### src/rtl/door_direction_sensor.sv
// Door direction sensor: synchronises and debounces two IR beams and decodes entry/exit pulses.
// Optional DOOR_STATS_EN adds saturating entry_total/exit_total counters.
module door_direction_sensor #(
  parameter int DEBOUNCE_CYCLES = 4,
  parameter int TIMEOUT_CYCLES  = 64
) (
  input  logic       clk,
  input  logic       reset,
  input  logic       a_raw,
  input  logic       b_raw,
  input  logic       err_clr,
  output logic       inc_enable,
  output logic       dec_enable,
  output logic       busy,
  output logic       jam_err
`ifdef DOOR_STATS_EN
  ,
  output logic [7:0] entry_total,
  output logic [7:0] exit_total
`endif
);

  localparam int DB_W = $clog2(DEBOUNCE_CYCLES + 1);
  localparam int TO_W = $clog2(TIMEOUT_CYCLES + 1);
  localparam logic [DB_W-1:0] DB_LAST = DB_W'(DEBOUNCE_CYCLES - 1);
  localparam logic [TO_W-1:0] TO_MAX  = TO_W'(TIMEOUT_CYCLES);

  typedef enum logic [2:0] {
    S_IDLE, S_EN_A, S_EN_AB, S_EN_B, S_EX_B, S_EX_BA, S_EX_A, S_JAM
  } state_t;

  // Bit 1 carries the outer beam (A), bit 0 the inner beam (B).
  logic [1:0]      w_raw;
  logic [1:0]      r_sync_p0;
  logic [1:0]      r_sync_p1;
  logic [1:0]      r_db;
  logic [DB_W-1:0] r_db_cnt [2];
  logic [1:0]      w_flip;
  logic            w_db_chg;
  logic [TO_W-1:0] r_to;
  state_t          r_state;
  state_t          w_state_nxt;
  logic            w_inc_nxt;
  logic            w_dec_nxt;
  logic            w_jam_set;
  logic            r_inc;
  logic            r_dec;
  logic            r_busy;
  logic            r_jam;

  assign w_raw = {a_raw, b_raw};

  // Synchroniser and debounce
  always_ff @(posedge clk) begin
    if (reset) begin
      r_sync_p0 <= '0;
      r_sync_p1 <= '0;
      r_db      <= '0;
      for (int i = 0; i < 2; i++) r_db_cnt[i] <= '0;
    end else begin
      r_sync_p0 <= w_raw;
      r_sync_p1 <= r_sync_p0;
      for (int i = 0; i < 2; i++) begin
        if (w_flip[i]) begin
          r_db[i]     <= r_sync_p1[i];
          r_db_cnt[i] <= '0;
        end else if (r_sync_p1[i] != r_db[i]) begin
          r_db_cnt[i] <= r_db_cnt[i] + DB_W'(1);
        end else begin
          r_db_cnt[i] <= '0;
        end
      end
    end
  end

  always_comb begin
    w_flip = '0;
    for (int i = 0; i < 2; i++)
      w_flip[i] = (r_sync_p1[i] != r_db[i]) && (r_db_cnt[i] == DB_LAST);
  end

  assign w_db_chg = |w_flip;

  // Jam timer only runs while a crossing is in progress and inputs are static
  always_ff @(posedge clk) begin
    if (reset) begin
      r_to <= '0;
    end else if (w_db_chg || r_state == S_IDLE || r_state == S_JAM) begin
      r_to <= '0;
    end else if (r_to != TO_MAX) begin
      r_to <= r_to + TO_W'(1);
    end
  end

  // FSM state and registered outputs
  always_ff @(posedge clk) begin
    if (reset) begin
      r_state <= S_IDLE;
      r_busy  <= 1'b0;
      r_inc   <= 1'b0;
      r_dec   <= 1'b0;
      r_jam   <= 1'b0;
    end else begin
      r_state <= w_state_nxt;
      r_busy  <= (w_state_nxt != S_IDLE);
      r_inc   <= w_inc_nxt;
      r_dec   <= w_dec_nxt;
      if (w_jam_set)    r_jam <= 1'b1;
      else if (err_clr) r_jam <= 1'b0;
    end
  end

  always_comb begin
    w_state_nxt = r_state;
    if (r_state != S_IDLE && r_state != S_JAM && r_to == TO_MAX) begin
      w_state_nxt = S_JAM;
    end else begin
      case (r_state)
        S_IDLE:  if (r_db == 2'b10) w_state_nxt = S_EN_A;
                 else if (r_db == 2'b01) w_state_nxt = S_EX_B;
        S_EN_A:  if (r_db == 2'b11) w_state_nxt = S_EN_AB;
                 else if (r_db == 2'b01) w_state_nxt = S_EN_B;
                 else if (r_db == 2'b00) w_state_nxt = S_IDLE;
        S_EN_AB: if (r_db == 2'b01) w_state_nxt = S_EN_B;
                 else if (r_db == 2'b10) w_state_nxt = S_EN_A;
                 else if (r_db == 2'b00) w_state_nxt = S_IDLE;
        S_EN_B:  if (r_db == 2'b00) w_state_nxt = S_IDLE;
                 else if (r_db == 2'b11) w_state_nxt = S_EN_AB;
                 else if (r_db == 2'b10) w_state_nxt = S_EN_A;
        S_EX_B:  if (r_db == 2'b11) w_state_nxt = S_EX_BA;
                 else if (r_db == 2'b10) w_state_nxt = S_EX_A;
                 else if (r_db == 2'b00) w_state_nxt = S_IDLE;
        S_EX_BA: if (r_db == 2'b10) w_state_nxt = S_EX_A;
                 else if (r_db == 2'b01) w_state_nxt = S_EX_B;
                 else if (r_db == 2'b00) w_state_nxt = S_IDLE;
        S_EX_A:  if (r_db == 2'b00) w_state_nxt = S_IDLE;
                 else if (r_db == 2'b11) w_state_nxt = S_EX_BA;
                 else if (r_db == 2'b01) w_state_nxt = S_EX_B;
        S_JAM:   if (r_db == 2'b00) w_state_nxt = S_IDLE;
        default: w_state_nxt = S_IDLE;
      endcase
    end
  end

  always_comb begin
    w_inc_nxt = (r_state == S_EN_B) && (w_state_nxt == S_IDLE);
    w_dec_nxt = (r_state == S_EX_A) && (w_state_nxt == S_IDLE);
    w_jam_set = (w_state_nxt == S_JAM) && (r_state != S_JAM);
  end

  // Gated so a pulse can never leak into a cycle where reset is asserted
  assign inc_enable = r_inc & ~reset;
  assign dec_enable = r_dec & ~reset;
  assign busy       = r_busy;
  assign jam_err    = r_jam;

`ifdef DOOR_STATS_EN
  logic [7:0] r_entry_total;
  logic [7:0] r_exit_total;

  always_ff @(posedge clk) begin
    if (reset || err_clr) begin
      r_entry_total <= '0;
      r_exit_total  <= '0;
    end else begin
      if (r_inc && r_entry_total != 8'hFF) r_entry_total <= r_entry_total + 8'd1;
      if (r_dec && r_exit_total != 8'hFF)  r_exit_total  <= r_exit_total + 8'd1;
    end
  end

  assign entry_total = r_entry_total;
  assign exit_total  = r_exit_total;
`endif

endmodule

### config.mk
export PLATFORM = sky130hd
export DESIGN_NAME = door_direction_sensor
export DESIGN_NICKNAME = d
export VERILOG_FILES = /design/src/rtl/door_direction_sensor.sv
export SDC_FILE = /design/constraint.sdc
export NUM_CORES = 1
export LEC_CHECK = 0
export CAP_MARGIN = 5
export CORE_ASPECT_RATIO = 0.7
export CORE_UTILIZATION = 50
export CTS_BUF_LIST = sky130_fd_sc_hd__clkbuf_8
export DETAILED_ROUTE_END_ITERATION = 8
export PLACE_DENSITY = 0.81
export SLEW_MARGIN = 10
export SYNTH_ARGS = -nofsm -noshare
export SYNTH_HDL_FRONTEND = slang
export SYNTH_SLANG_ARGS = --single-unit
### constraint.sdc
create_clock -name clk -period 1.6 [get_ports clk]
set_input_delay 0.48 -clock clk [delete_from_list [all_inputs] [get_ports clk]]
set_output_delay 0.48 -clock clk [all_outputs]
set_load 0.005 [all_outputs]
== Yosys cells after proc, flatten, opt, wreduce, memory -nomap -nowiden ==
Memory sizes are Yosys's and may differ from the RTL's.
Cells that the tools add are included.
Storage, ports and cells
  register bits: 20
  bits in latches: 0
  bits in writable memories: 6
  memory bits (read-only): 0
  bits of input ports: 5
  word-level logic and storage cells: 108
  memories: 1
Memories
  r_db_cnt: words 2, bits a word 3, read ports 2, clocked after Yosys merged registers in 0, write ports 2, RTL line 37  | logic [DB_W-1:0] r_db_cnt [2];
Cells by class
  add/subtract/negate cells: 3
  multiply operators: 0
  divide/modulo/power cells: 0
  order comparisons: 0
  eq/ne operators: 18
  shifts and indexed selects: 0
  mux-type cells: 50
  bitwise operators: 9
  reductions and logical operators: 17
Operators by type and width (count)
  $mux 3: 23
  $mux 1: 26
  $pmux 3 s8: 1
  $eq 3x3->1 const B: 5
  $eq 3x2->1 const B: 4
  $add 7x1->7 const B: 1
  $eq 7x7->1 const B: 1
  $logic_and 1x1->1: 7
  $ne 7x7->1 const B: 1
  $add 3x1->3 const B: 2
  $logic_not 3->1: 2
  $or 1x1->1: 6
  $reduce_bool 3->1: 2
  $eq 2x2->1 const B: 2
  $reduce_or 2->1: 2
  $eq 3x1->1 const B: 1
  $ne 3x3->1 const B: 1
  $and 1x1->1: 2
  $eq 2x1->1 const B: 1
  $logic_not 2->1: 1
  $logic_or 1x1->1: 2
  $ne 1x1->1: 2
  $reduce_bool 2->1: 1
  $not 1->1: 1

== Depth between registers and ports, before layout ==
  word-level depth: 9
  mapped depth: 6
  gate-level depth less buffers: 6

== Worst setup path after synthesis ==
No wires, ideal clock.
  kind: input -> output
  from: in reset
  to: out dec_enable
  data arrival time: 1080 ps
  slack: 40 ps
  cell stages on the path: 3
  cells stage by stage: clkbuf_1 -> clkbuf_1 -> nor2b_1
Between the ends
  longest elaborated chain between the ends: 2
RTL lines
  start: declaration: RTL line 8  | input logic reset,
  $not 1->1: RTL line 153  | assign dec_enable = r_dec & ~reset;
  $and 1x1->1: RTL line 153
  end: declaration: RTL line 13  | output logic dec_enable,
No other way between the ends.

== Worst setup path in the final report ==
Same ends and word-level chain as after synthesis.

==> out/qor.csv <==
metric;value;unit
status;finished, final reports clean;
IO Pins;9;
maximum VDD drop;0.000473;V
CTS tree;yes;
maximum buffer depth of the clock tree;2;
Core Util, Final;65.2;%
area grow syn2layout;18.7;%
Synth top cells by count;20 x dfxtp_1, 19 x nor2_1, 9 x inv_1, 8 x nor2b_1, 7 x nand3_1;
Max Fanout on Critical Path;4;
Buf/Inv on CP;2;
WL final;2380;um
LEAKAGE;0.575;nW
die area;2670;um2
initial core utilization;55.0;%
critical path launch point type;input port;
Synth top area share;32.5;%
Synth cell types;38;
fin area;1460;um2
Total GRT Usage;21.1;%
Vias;934;
clock buffer count from CTS;3;
skew final;0.00470;ns
drt pass-1 iters;4;
Synth area leader;dfxtp_1;
dpl hpwl;1800;um
final worst-path cycle share;97.7;%
placed cell area;1380;um2
Switching Share;20.9;%
most numerous cell in the Yosys netlist;dfxtp_1;
Tmin final;1.56;ns
Worst Path Required;1.12;ns
crit path from;reset;
proportion of layout cells with a drive suffix above 1;14.9;%
htree depth;1;
Hold Path Class;flop to flop;
CTS root buffer;clkbuf_8;
top_reg_cell synth;dfxtp_1;
setup TNS;0;ns
FMAX;0.639;GHz
Logic pwr share;4.6;%
pwr dens;762;nW/um2
sequential-to-total area share from yosys stat;47.1;%
Mapped Area;1230;um2
Post-route DRC;0;
initial drt markers;26;
Hold Fails Final Rpt;0;
Cells after DPL;173;
Vias/cell;5.19;
Pins Over Slew Limit;0;
CP delay by family, top;buffers and inverters;
routability-driven placement congestion ratio;0.855;
Site Rows;14;
grt ovf;0;
ys async rst share;0;%
number of flops mapped to enable cells by yosys;6;
Critical R2R Launch;r_to[4];
Hold Crit Start;r_sync_p0[0];
P_sw;0.233;mW
Crit-path slowest cell;clkdlybuf4s15_2;
overall power;1.11;mW
Non-Filler Instances;180;
PortBufs;8;
filler cell count;195;
yosys warns;0;
Reg clk slew, reported paths;0.08;ns
global-route wire length before repair;4090;um
FF+latch count, synth;26;
number of global-route vias before repair;931;
largest net degree at the start of global routing;16;
syn_area_per_cell;9.55;um2
crit-path cells;clkdlybuf4s15_2, nor2b_1, clkdlybuf4s15_1;
Clk network pwr share;33.6;%
sequential power share;61.8;%
M2 GR Usage;36.1;%
post-route ant nets;0;
Arr. time, crit path;1.08;ns
Int Power;0.881;mW
WS Path Type;input port to primary output;
max incr delay on CP;0.23;ns
initial antenna violation count;0;
final setup vio count;0;
Synth Instances;129;
clock latency on the worst-skew pair;0.27;ns
CP Capture Type;primary output;
met1 global-route usage;27.3;%
met3 usage;6.27;%
Die X;61.3;um
clock sinks;26;
routed length per placed instance;13.2;um
most area-consuming cells after synthesis;dfxtp_1 32%, edfxtp_1 15%, ha_1 6.1%;
ANT cells;0;
Most Crowded Layer GR;met2;
number of max-cap violations;0;
die height;43.5;um
total core area;2240;um2
# nets final;160;
## routing by layer
| metal | share of wire [%] | vias up |
|---|---|---|
| li1 | - | 464 |
| met4 | 0.67 | 0 |
| met2 | 49 | 33 |
| met3 | 7.6 | 2 |
| met1 | 43 | 435 |
| met5 | 0 | - |
## stage by stage
| stage | setup WS, ns | hold slack, ns |
|---|---|---|
| after floorplan | 0.0405 | 0.414 |
| after global placement | -0.519 | 0.421 |
| after detailed placement | -0.555 | 0.436 |
| after CTS | 0.00554 | 0.456 |
| after global routing | -0.0115 | 0.468 |
| final | 0.0361 | 0.445 |
## cell type report
type                       count  area [um2]  area share (%)
clock inverter                 1        3.75           0.257
sequential                    26         582            39.8
timing repair buffer          15         136            9.32
clock buffer                   3        41.3            2.82
inverter                       9        33.8            2.31
tap                           32        40.0            2.74
multi-input combinational     94         626            42.8
## power groups by stage
stage	Combinational (mW)	Clock (mW)	Sequential, mW
5_1_grt	0.0594	0.409	0.690
6_report	0.0515	0.375	0.688
4_1_cts	0.0476	0.383	0.688
3_5_place_dp	0.0477	0	0.704
3_3_place_gp	0.0450	0	0.703
2_1_floorplan	0.0290	0	0.701
## sequential cells by signal, indices dropped and copies added (netlist names)
| register | cells |
|---|---|
| r_to | 7 |
| r_db_cnt | 6 |
| r_state | 3 |
| r_db | 2 |
| r_sync_p0 | 2 |
| r_sync_p1 | 2 |
| busy | 1 |
| jam_err | 1 |
| r_dec | 1 |
| r_inc | 1 |
## worst paths after layout
| path | end | slack [ns] | cells past startpoint |
|---|---|---|---|
| worst min register to register | r_sync_p1[0] | 0.45 | 1 |
| worst max-delay path | dec_enable | 0.04 | 3 |
| worst min-delay path | r_sync_p1[0] | 0.45 | 1 |
| worst max register to register | r_state[0] | 0.06 | 4 |
## cells by family (layout without fill, tap and decap cells)
family	after synthesis	after routing	share of synthesized area, %
compound gates	14	14	8.53
xor+xnor	8	8	5.69
fa+ha+maj	6	6	6.09
buf+inv	14	28	4.36
flops	26	26	47.1
mux	3	3	2.84
other cells	1	6	0.304
simple gates	57	57	25.1
## what timing repair did
item	in CTS	in global routing
setup buffers	0	3
resized for setup	6	5
setup endpoints to repair	9	10
pin swaps	0	2
hold buffers	0	0
## cells in the final DEF, fill, tap and decap left out, types with 2 or more instances in the layout
cell and count:
a21oi_1 2, nor2b_1 8, nand3_1 7, clkdlybuf4s15_1 2
and2_1 3, nand2_1 6, nor4_1 2, or3_1 2
conb_1 6, dfxtp_1 19, a31o_2 2, xnor2_1 6
o21ai_0 2, buf_4 7, xor2_1 2, inv_1 9
nand2b_1 2, nor2_1 19, clkdlybuf4s50_1 4, mux2i_1 2
clkbuf_8 3, ha_1 5, edfxtp_1 6
Power figures use the tool's default switching activity.
